===== config.mk =====
export PLATFORM = sky130hd
export DESIGN_NAME = z_link_tx
export DESIGN_NICKNAME = d
export VERILOG_FILES = /design/src/rtl/z_link_tx.sv
export SDC_FILE = /design/constraint.sdc
export NUM_CORES = 1
export LEC_CHECK = 0
export BUFFER_PORTS_ARGS = -buffer_cell sky130_fd_sc_hd__buf_2
export CAP_MARGIN = 20
export CORE_MARGIN = 5
export CORE_UTILIZATION = 45
export DETAILED_ROUTE_END_ITERATION = 12
export PLACE_DENSITY = 0.65
export SETUP_SLACK_MARGIN = 0.2
export SLEW_MARGIN = 20
export SYNTH_ARGS = -nofsm -noshare
export SYNTH_HDL_FRONTEND = slang
export SYNTH_SLANG_ARGS = --single-unit

===== constraint.sdc =====
create_clock -name clk -period 4.78 [get_ports clk]
set_input_delay 0.956 -clock clk [delete_from_list [all_inputs] [get_ports clk]]
set_output_delay 0.956 -clock clk [all_outputs]
set_load 0.01 [all_outputs]

===== src/rtl/z_link_tx.sv =====
// z_link_tx: FPGA1-side result transmitter.
// Triggers the linear layer on a start edge, captures its OUT_DIM-element
// result vector and streams it to FPGA2 over a LINK_W-bit GPIO bus using a
// 4-phase valid/ack handshake, least-significant beat of element 0 first.
module z_link_tx #(
  parameter int OUT_DIM     = 4,
  parameter int Z_W         = 4,
  parameter int LINK_W      = 4,
  parameter int ACK_TIMEOUT = 1024
) (
  input  logic                   clk,
  input  logic                   rst,
  input  logic                   start,
  output logic                   lin_start,
  input  logic                   lin_done,
  input  logic [OUT_DIM*Z_W-1:0] z_vec,
  output logic [LINK_W-1:0]      link_data,
  output logic                   link_valid,
  output logic                   link_last,
  input  logic                   link_ack,
  output logic                   busy,
  output logic                   done,
  output logic                   err
);

  localparam int BEATS = (Z_W + LINK_W - 1) / LINK_W;
  localparam int EXT_W = BEATS * LINK_W;
  localparam int NB    = OUT_DIM * BEATS;
  localparam int IDX_W = (NB > 1) ? $clog2(NB) : 1;
  localparam int CNT_W = (ACK_TIMEOUT > 1) ? $clog2(ACK_TIMEOUT + 1) : 1;

  localparam logic [IDX_W-1:0] IDX_LAST = IDX_W'(NB - 1);
  localparam logic [CNT_W-1:0] CNT_LAST = CNT_W'((ACK_TIMEOUT > 0) ? ACK_TIMEOUT - 1 : 0);
  localparam bit               TO_EN    = (ACK_TIMEOUT > 0);

  typedef enum logic [2:0] {
    S_IDLE,
    S_COMPUTE,
    S_SETUP,
    S_REQ,
    S_REL,
    S_DONE,
    S_ERR
  } state_t;

  state_t            state;
  logic              start_q;
  logic              ack_m;
  logic              ack_s;
  logic [IDX_W-1:0]  beat_idx;
  logic [IDX_W-1:0]  nxt_idx;
  logic [CNT_W-1:0]  phase_cnt;
  logic [LINK_W-1:0] hold [NB];
  logic [LINK_W-1:0] cap  [NB];
  logic [EXT_W-1:0]  elem_ext;
  logic              start_edge;
  logic              is_last;
  logic              timed_out;

  // Split the incoming vector into link-wide beats, each element zero-extended
  // to a whole number of beats; the flat beat index walks element by element.
  always_comb begin
    elem_ext = '0;
    cap      = '{default: '0};
    for (int unsigned e = 0; e < OUT_DIM; e++) begin
      elem_ext            = '0;
      elem_ext[Z_W-1:0]   = z_vec[e*Z_W +: Z_W];
      for (int unsigned b = 0; b < BEATS; b++) begin
        cap[e*BEATS + b] = elem_ext[b*LINK_W +: LINK_W];
      end
    end
  end

  // Edge detect, last-beat flag, next beat index and phase timeout.
  always_comb begin
    start_edge = start & ~start_q;
    is_last    = (beat_idx == IDX_LAST);
    nxt_idx    = is_last ? beat_idx : beat_idx + 1'b1;
    timed_out  = TO_EN && (phase_cnt == CNT_LAST);
  end

  // Transfer state machine with registered outputs and ack synchroniser.
  always_ff @(posedge clk) begin
    if (rst) begin
      state      <= S_IDLE;
      start_q    <= 1'b0;
      ack_m      <= 1'b0;
      ack_s      <= 1'b0;
      beat_idx   <= '0;
      phase_cnt  <= '0;
      hold       <= '{default: '0};
      lin_start  <= 1'b0;
      link_data  <= '0;
      link_valid <= 1'b0;
      link_last  <= 1'b0;
      busy       <= 1'b0;
      done       <= 1'b0;
      err        <= 1'b0;
    end else begin
      start_q   <= start;
      ack_m     <= link_ack;
      ack_s     <= ack_m;
      lin_start <= 1'b0;
      case (state)
        S_IDLE, S_DONE, S_ERR: begin
          if (start_edge) begin
            state     <= S_COMPUTE;
            lin_start <= 1'b1;
            busy      <= 1'b1;
            done      <= 1'b0;
            err       <= 1'b0;
            beat_idx  <= '0;
          end
        end
        S_COMPUTE: begin
          // lin_start is still high in the first COMPUTE cycle, masking a
          // stale done from the previous run.
          if (!lin_start && lin_done) begin
            hold      <= cap;
            link_data <= cap[0];
            link_last <= (NB == 1);
            state     <= S_SETUP;
          end
        end
        S_SETUP: begin
          link_valid <= 1'b1;
          phase_cnt  <= '0;
          state      <= S_REQ;
        end
        S_REQ: begin
          if (ack_s) begin
            link_valid <= 1'b0;
            phase_cnt  <= '0;
            state      <= S_REL;
          end else if (timed_out) begin
            link_valid <= 1'b0;
            link_last  <= 1'b0;
            busy       <= 1'b0;
            err        <= 1'b1;
            state      <= S_ERR;
          end else begin
            phase_cnt <= phase_cnt + 1'b1;
          end
        end
        S_REL: begin
          if (!ack_s) begin
            if (is_last) begin
              done      <= 1'b1;
              busy      <= 1'b0;
              link_last <= 1'b0;
              state     <= S_DONE;
            end else begin
              beat_idx  <= nxt_idx;
              link_data <= hold[nxt_idx];
              link_last <= (nxt_idx == IDX_LAST);
              state     <= S_SETUP;
            end
          end else if (timed_out) begin
            link_last <= 1'b0;
            busy      <= 1'b0;
            err       <= 1'b1;
            state     <= S_ERR;
          end else begin
            phase_cnt <= phase_cnt + 1'b1;
          end
        end
        default: state <= S_IDLE;
      endcase
    end
  end

endmodule


==> summary.md, run 1 <==
• 20 — Critical Path Fanout Max
• 1146 sq um — area used by multi-input combinational logic
• 771.9 ps — slew of the pin with the lowest slew margin
• register — CP startpoint kind
• 6026 sq um — Total Die Area
• 0 — final routed DRC violation total
• 30 — count of input and output buffers
• 0.5086 mW — internal cell power
• 48.26% — Worst slew margin
• 53.1% — part of the power in registers
• 5.652 — Avg Vias per Cell
• register — critical path endpoint category
• sky130_fd_sc_hd__nand2_1 (42), sky130_fd_sc_hd__dfxtp_1 (41), sky130_fd_sc_hd__a21oi_1 (32), sky130_fd_sc_hd__nor2_1 (11), sky130_fd_sc_hd__o21ai_0 (9) — top post-synthesis cells by count
• 41 — clock net sink count
• simple AND/OR/NAND/NOR gates — cell family with most CP delay
• 5000 ps — Req. time, crit path
• sky130_fd_sc_hd__dfxtp_1 — master of the slowest instance on the critical path
• 17.39% — share of layout cells above drive strength 1
• 31.0% — part of the power in the clock network
• 0 — Post-CTS Setup Inserts
• 15.8% — combinational group share of total power
• sky130_fd_sc_hd__nand2_1 — most numerous cell in the Yosys netlist
• 0 — CP bufs+invs
• 297 — count of nets after finishing
• 80 ps — clock transition time at the flip-flop clock pins of the worst setup and hold paths
• 0.8542 nW — leakage power
• 37 — largest net degree at the start of global routing
• 0% — Post-synth ARST share
• 41.10% — final cycle utilization of the critical path
• 78 — First DRT Iteration DRCs
• 0 — total inserted antenna cells
• register to register — class of the most critical setup path
• 11.32 ps — post-route clock skew
• 39.88% — fraction of post-synthesis cell area in the top cell type by area
• 0 — Synth warnings
• 77.63 um — die width
• 0 — count of endpoints failing setup in the final report
• 4 — First-pass DRT Iterations
• 31 — IO Count
• yes — CTS tree
• 0.2110 mW — power spent charging and discharging nets
• 0 — number of violations of the max-capacitance limit
• 13.82 um — average detailed-routed wire length per instance
• 0.7563 — weighted congestion at the end of routability-driven global placement
• 3.189 mm — DP HPWL
• 276 — post-synth net total
• 77.63 um — height of the die
• 0.5090 GHz — fmax
• 0 — hold buffer count at CTS
• 7.534 mm — global-route wire length before repair
• 1964 ps — shortest clock period the worst path allows after layout
• 0 — DRT antenna net count
• 0 — Post-CTS Resized
• 0 — number of enable flip-flop cells after synthesis
• 24 — Placement Rows
• 315.2 nW/um^2 — power density cells
• 448 — number of fill cells
• 0 — remaining global-route overflow
• 0 — final hold violations
• finished, final reports clean — run status
• 41 — number of register bits inferred by synthesis
• 5 — Num CTS Buffers
• 15.12% — GRT Overall Usage
• 46.95% — initial core utilization
• 10.94% — area overhead of the layout relative to synthesis
• sky130_fd_sc_hd__dfxtp_1 — most instantiated flip-flop cell in the synthesis netlist
• 1632 — vias in the first global route
• 4.532 mm — sum of routed wire length over all layers
• 0 — antenna violations before repair
• register to register — HP Class
• 690 ps — slowest cell delay on critical path
• 4384 sq um — Floorplan Core Area
• 39.88% — sequential fraction of the synthesis area
• 0 ps — Fin Setup TNS
• sky130_fd_sc_hd__dfxtp_1 (40%), sky130_fd_sc_hd__a21oi_1 (7.8%), sky130_fd_sc_hd__nand2_1 (7.7%) — largest cells by area after synthesis
• 2 — number of H-tree levels
• 254 — Cells after Synth
• sky130_fd_sc_hd__dfxtp_1 — cell type with the largest total area after synthesis
• no — RSZ-0062 raised after global routing
• 1854 — overall via count from detail_route
• 2180 ps — Crit path arrival time
• 0 — final slew viol count
• 52.08% — Core Util, Final
• 820.8 sq um — storage element area
• 29.32% — proportion of total power due to net switching
• and2b_1 -> a21o_1 -> or3b_2 -> a31oi_1 — crit-path cells
• 55 — Netlist cell types
• sky130_fd_sc_hd__clkbuf_8 — Clock Root Buffer
• 2 — number of buffers on the longest clock path
• 2058 sq um — post-synthesis instance area
• 8.103 sq um — per-instance average area after synthesis
• 192.6 uV — Max rail drop VDD
• 300 ps — later-pin clock latency in the skew report
-- cell usage in the layout, fill, tap and decap left out, types with 2 or more instances in the layout --
cell | Yosys | layout
sky130_fd_sc_hd__a21o_1 | 3 | 3
sky130_fd_sc_hd__a21oi_1 | 32 | 32
sky130_fd_sc_hd__a311oi_1 | 4 | 4
sky130_fd_sc_hd__a31oi_1 | 4 | 4
sky130_fd_sc_hd__and2b_1 | 2 | 2
sky130_fd_sc_hd__and3_1 | 3 | 3
sky130_fd_sc_hd__and4_1 | 2 | 2
sky130_fd_sc_hd__buf_2 | 7 | 30
sky130_fd_sc_hd__clkbuf_8 | 0 | 5
sky130_fd_sc_hd__clkinv_2 | 0 | 2
sky130_fd_sc_hd__dfxtp_1 | 41 | 41
sky130_fd_sc_hd__inv_1 | 3 | 3
sky130_fd_sc_hd__mux2i_1 | 5 | 5
sky130_fd_sc_hd__nand2_1 | 42 | 42
sky130_fd_sc_hd__nand2b_1 | 7 | 7
sky130_fd_sc_hd__nand3_1 | 6 | 6
sky130_fd_sc_hd__nand4_1 | 3 | 3
sky130_fd_sc_hd__nor2_1 | 11 | 11
sky130_fd_sc_hd__nor2b_1 | 5 | 5
sky130_fd_sc_hd__nor3_1 | 8 | 8
sky130_fd_sc_hd__nor3b_1 | 3 | 3
sky130_fd_sc_hd__nor4_1 | 2 | 2
sky130_fd_sc_hd__o211ai_1 | 7 | 7
sky130_fd_sc_hd__o21a_1 | 2 | 2
sky130_fd_sc_hd__o21ai_0 | 9 | 9
sky130_fd_sc_hd__o31ai_1 | 2 | 2
sky130_fd_sc_hd__or3_1 | 4 | 4
sky130_fd_sc_hd__or4_1 | 2 | 2
-- routing by layer --
metal / track usage [%] / wire (um)
met5: 0 / 0
met4: 7.560 / 86
met3: 3.241 / 161
met2: 22.87 / 2147
met1: 20.23 / 2136
-- power by group through the flow --
stage	clock [mW]	combinational, mW	sequential, mW
final	0.223	0.114	0.382
after CTS	0.230	0.116	0.383
after global placement	0	0.115	0.391
after floorplan	0	0.0973	0.378
after detailed placement	0	0.115	0.391
after global routing	0.243	0.129	0.386
-- layout make-up --
type	count	area share, %
Timing Repair Buffer	30	6.575
Multi-Input combinational cell	193	50.19
Tap cell	52	2.849
Sequential cell	41	35.95
Inverter	4	0.6575
Clock inverter	3	0.7671
Clock buffer	5	3.014
-- cells by family (layout without fill, tap and decap cells) --
family / count (synthesis) / in the layout / synth area share, %
simple gates: 110 / 110 / 28.45
compound gates: 75 / 75 / 23.34
flops: 41 / 41 / 39.88
buf+inv: 20 / 42 / 4.437
mux: 5 / 5 / 2.432
xor+xnor: 2 / 2 / 0.8512
fa+ha+maj: 1 / 1 / 0.6078
-- final timing paths --
| check | start | end | slack, ps | depth (start not counted) |
|---|---|---|---|---|
| worst min register to register | ack_m | ack_s | 450 | 1 |
| worst max register to register | state[0] | phase_cnt[9] | 2820 | 4 |
| worst min-delay path | ack_m | ack_s | 450 | 1 |
| worst max-delay path | state[0] | phase_cnt[9] | 2820 | 4 |
-- through the flow --
stage	std cells	hold slack [ps]	power (mW)	cell area [sq um]	setup slack [ps]
finish	328	449.2	0.7196	2283	2816
floorplan	254	413.8	0.4756	2058	3031
global placement	320	418.0	0.5054	2197	2623
global route	328	463.2	0.7577	2283	2612
CTS	328	458.0	0.7287	2283	2809
detailed placement	320	439.8	0.5060	2197	2622
-- registers in the layout, summed over array words and instances (netlist names) --
signal,count
err,1
ack_m,1
link_data,4
busy,1
link_valid,1
link_last,1
start_q,1
lin_start,1
ack_s,1
done,1
state,3
beat_idx,2
hold,12
phase_cnt,11
No activity file was read; power rests on OpenSTA's default activity.
==> run 2, diff against run 1 <==
--- a/config.mk
+++ b/config.mk
@@ -10,7 +10,7 @@
 export CORE_MARGIN = 5
 export CORE_UTILIZATION = 45
 export DETAILED_ROUTE_END_ITERATION = 12
-export PLACE_DENSITY = 0.65
+export PLACE_DENSITY = 0.68
 export SETUP_SLACK_MARGIN = 0.2
 export SLEW_MARGIN = 20
 export SYNTH_ARGS = -nofsm -noshare
==> constraint.sdc (replaced) <==
create_clock -name clk -period 1.8 [get_ports clk]
set_input_delay 0.36 -clock clk [delete_from_list [all_inputs] [get_ports clk]]
set_output_delay 0.36 -clock clk [all_outputs]
set_load 0.01 [all_outputs]
==> run 2 against run 1 <==
  * Sequential share of layout area fell by 2.7 points
  * Clock power increased to 4.0 times the previous value
  * Cell count increased by 5.2%
  * Register-to-register slack got worse by 2600 ps
  * Critical path type unchanged
  * Largest power group unchanged
  * Global-route usage increased by 0.37 points
  * First-iteration DRC count increased by 33%
==> summary.md, run 2 (synthesized netlist as in run 1, its figures left out) <==
• finished, final reports clean — run status
• 2040 ps — Req. time, crit path, -2960 ps
• sky130_fd_sc_hd__nand2_1 — most common cell after layout, fill and taps aside
• register — critical path endpoint category
• sky130_fd_sc_hd__clkbuf_8 — Clock Root Buffer
• 43.9% — part of the power in registers, -9.2 points
• sky130_fd_sc_hd__nand2_1 (42), sky130_fd_sc_hd__dfxtp_1 (35), sky130_fd_sc_hd__a21oi_1 (32) — highest-count cells in the layout ignoring fill and taps
• 908.4 nW/um^2 — power density cells, +190%
• primary input to register — HP Class
• 80 ps — clock transition time at the flip-flop clock pins of the worst setup and hold paths, about the same
• 12 — max reg flops, unchanged
• hold — register bank with the most flops
• 5 — Num CTS Buffers, unchanged
• 26.28% — share of layout cells above drive strength 1, +8.9 points
• 1.686 mW — internal cell power, +230%
• simple AND/OR/NAND/NOR gates — cell family with most CP delay
• 5.583 — Avg Vias per Cell, -1.2%
• 0 — final slew viol count, unchanged
• 30 — count of input and output buffers, unchanged
• 0 — total inserted antenna cells, unchanged
• 1790 ps — Crit path arrival time, -390 ps
• 31 — IO Count, unchanged
• 4.733 mm — sum of routed wire length over all layers, +4.4%
• 0.8198 — weighted congestion at the end of routability-driven global placement, +8.4%
• yes — RSZ-0062 raised after global routing
• 0 — antenna violations before repair, unchanged
• 4 — First-pass DRT Iterations, unchanged
• 24 — Placement Rows, unchanged
• 77.63 um — die width, unchanged
• 0.5857 mW — power spent charging and discharging nets, +180%
• 244.5 ps — PnR worst setup slack, -2571 ps
• 3.345 mm — DP HPWL, +4.9%
• 1926 — overall via count from detail_route, +3.9%
• 0.9649 nW — leakage power, +13%
• 455.8 uV — Max rail drop VDD, +140%
• 183.0 ps — Worst Setup Slack post-DPL, -2439 ps
• 77.63 um — height of the die, unchanged
• hold x12, phase_cnt x11, link_data x4 — Regs by FF count
• 0 — number of violations of the max-capacitance limit, unchanged
• 268.0 ps — worst hold slack, -181.3 ps
• 13.72 um — average detailed-routed wire length per instance, -0.71%
• 0.6429 GHz — fmax, +26%
• 46.95% — initial core utilization, unchanged
• 6.381 ps — post-route clock skew, -4.942 ps
• 86.42% — final cycle utilization of the critical path, +45 points
• 1720 — vias in the first global route, +5.4%
• 2.272 mW — total power after layout, +220%
• 104 — First DRT Iteration DRCs, +33%
• 25.78% — proportion of total power due to net switching, -3.5 points
• 7 — Critical Path Fanout Max, -65%
• 16.8% — combinational group share of total power, +1.0 points
• 1556 ps — shortest clock period the worst path allows after layout, -408.9 ps
• 2 — number of H-tree levels, unchanged
• 7.728 mm — global-route wire length before repair, +2.6%
• 15.48% — GRT Overall Usage, +0.37 points
• 0 — count of endpoints failing setup in the final report, unchanged
• 0 ps — Fin Setup TNS, unchanged
• 2 — number of buffers on the longest clock path, unchanged
• 1 — CP bufs+invs, +1
• 0 — remaining global-route overflow, unchanged
• 0 — DRT antenna net count, unchanged
• 0 — final hold violations, unchanged
• 0 — final routed DRC violation total, unchanged
• 73.17% — Worst slew margin, +25 points
• 0 — hold buffer count at CTS, unchanged
• 6026 sq um — Total Die Area, unchanged
• yes — CTS tree
• 41 — clock net sink count, unchanged
• sky130_fd_sc_hd__dfxtp_1 — master of the slowest instance on the critical path
• nand4_1 -> buf_4 -> nor4b_2 -> o21a_1 — crit-path cells
• register to register — class of the most critical setup path
• 21.52% — area overhead of the layout relative to synthesis
• 314 — count of nets after finishing, +5.7%
• 4384 sq um — Floorplan Core Area, unchanged
• 39.3% — part of the power in the clock network, +8.3 points
• 300 ps — later-pin clock latency in the skew report, about the same
• 401.3 ps — slew of the pin with the lowest slew margin, -370.6 ps
• 420 ps — slowest cell delay on critical path, -270 ps
• register — CP startpoint kind
• 20 — largest net degree at the start of global routing, -46%
## run 2: final cells by class
| cell class | instances | area (sq um) |
|---|---|---|
| Clock buffer | 5 | 68.82 |
| Clock inverter | 3 | 68.82 |
| Fill cell | 415 | 1883 |
| Inverter | 4 | 15.01 |
| Multi-Input combinational cell | 193 | 1175 |
| Sequential cell | 41 | 830.8 |
| Tap cell | 52 | 65.06 |
| Timing Repair Buffer | 47 | 277.8 |
## run 2: repair_timing
| item | 4_1_cts | 5_1_grt |
|---|---|---|
| setup endpoints to repair | 5 | 21 |
| pin swaps | 1 | 2 |
| gates resized for setup | 4 | 11 |
| buffers inserted | 1 | 4 |
## run 2: worst reg2reg max path: stages, from the launching register on
cell and delay, ps:
sky130_fd_sc_hd__dfxtp_1 420, sky130_fd_sc_hd__nand4_1 260, sky130_fd_sc_hd__buf_4 230, sky130_fd_sc_hd__nor4b_2 410
sky130_fd_sc_hd__o21a_1 190
## run 2: final timing paths
path	slack (ps)	to	start	cells past startpoint
setup / recovery	240	state[1]	phase_cnt[4]	4
setup reg to reg	240	state[1]	phase_cnt[4]	4
hold / removal	270	ack_m	link_ack	2
hold reg to reg	450	ack_s	ack_m	1
## run 2: routing by layer
| metal | share of wire, % | global-route usage [%] |
|---|---|---|
| met1 | 47 | 20.04 |
| met2 | 48 | 24.46 |
| met3 | 4.5 | 4.167 |
| met4 | 0.97 | 6.014 |
| met5 | 0 | 0 |
## run 2: stage by stage
step           area (sq um)  std cells  utilization (%)
2_1_floorplan          2058        254                -
3_3_place_gp           2287        332            52.17
3_5_place_dp           2287        332            52.17
4_1_cts                2440        341            55.65
5_1_grt                2501        345            57.05
6_report               2501        345            57.05
## run 2: power groups by stage
stage	clock network (mW)	logic [mW]	registers, mW
global route	0.967	0.424	1.01
floorplan	0	0.258	1.00
finish	0.893	0.382	0.997
detailed placement	0	0.363	1.01
CTS	0.916	0.367	0.994
global placement	0	0.360	1.01
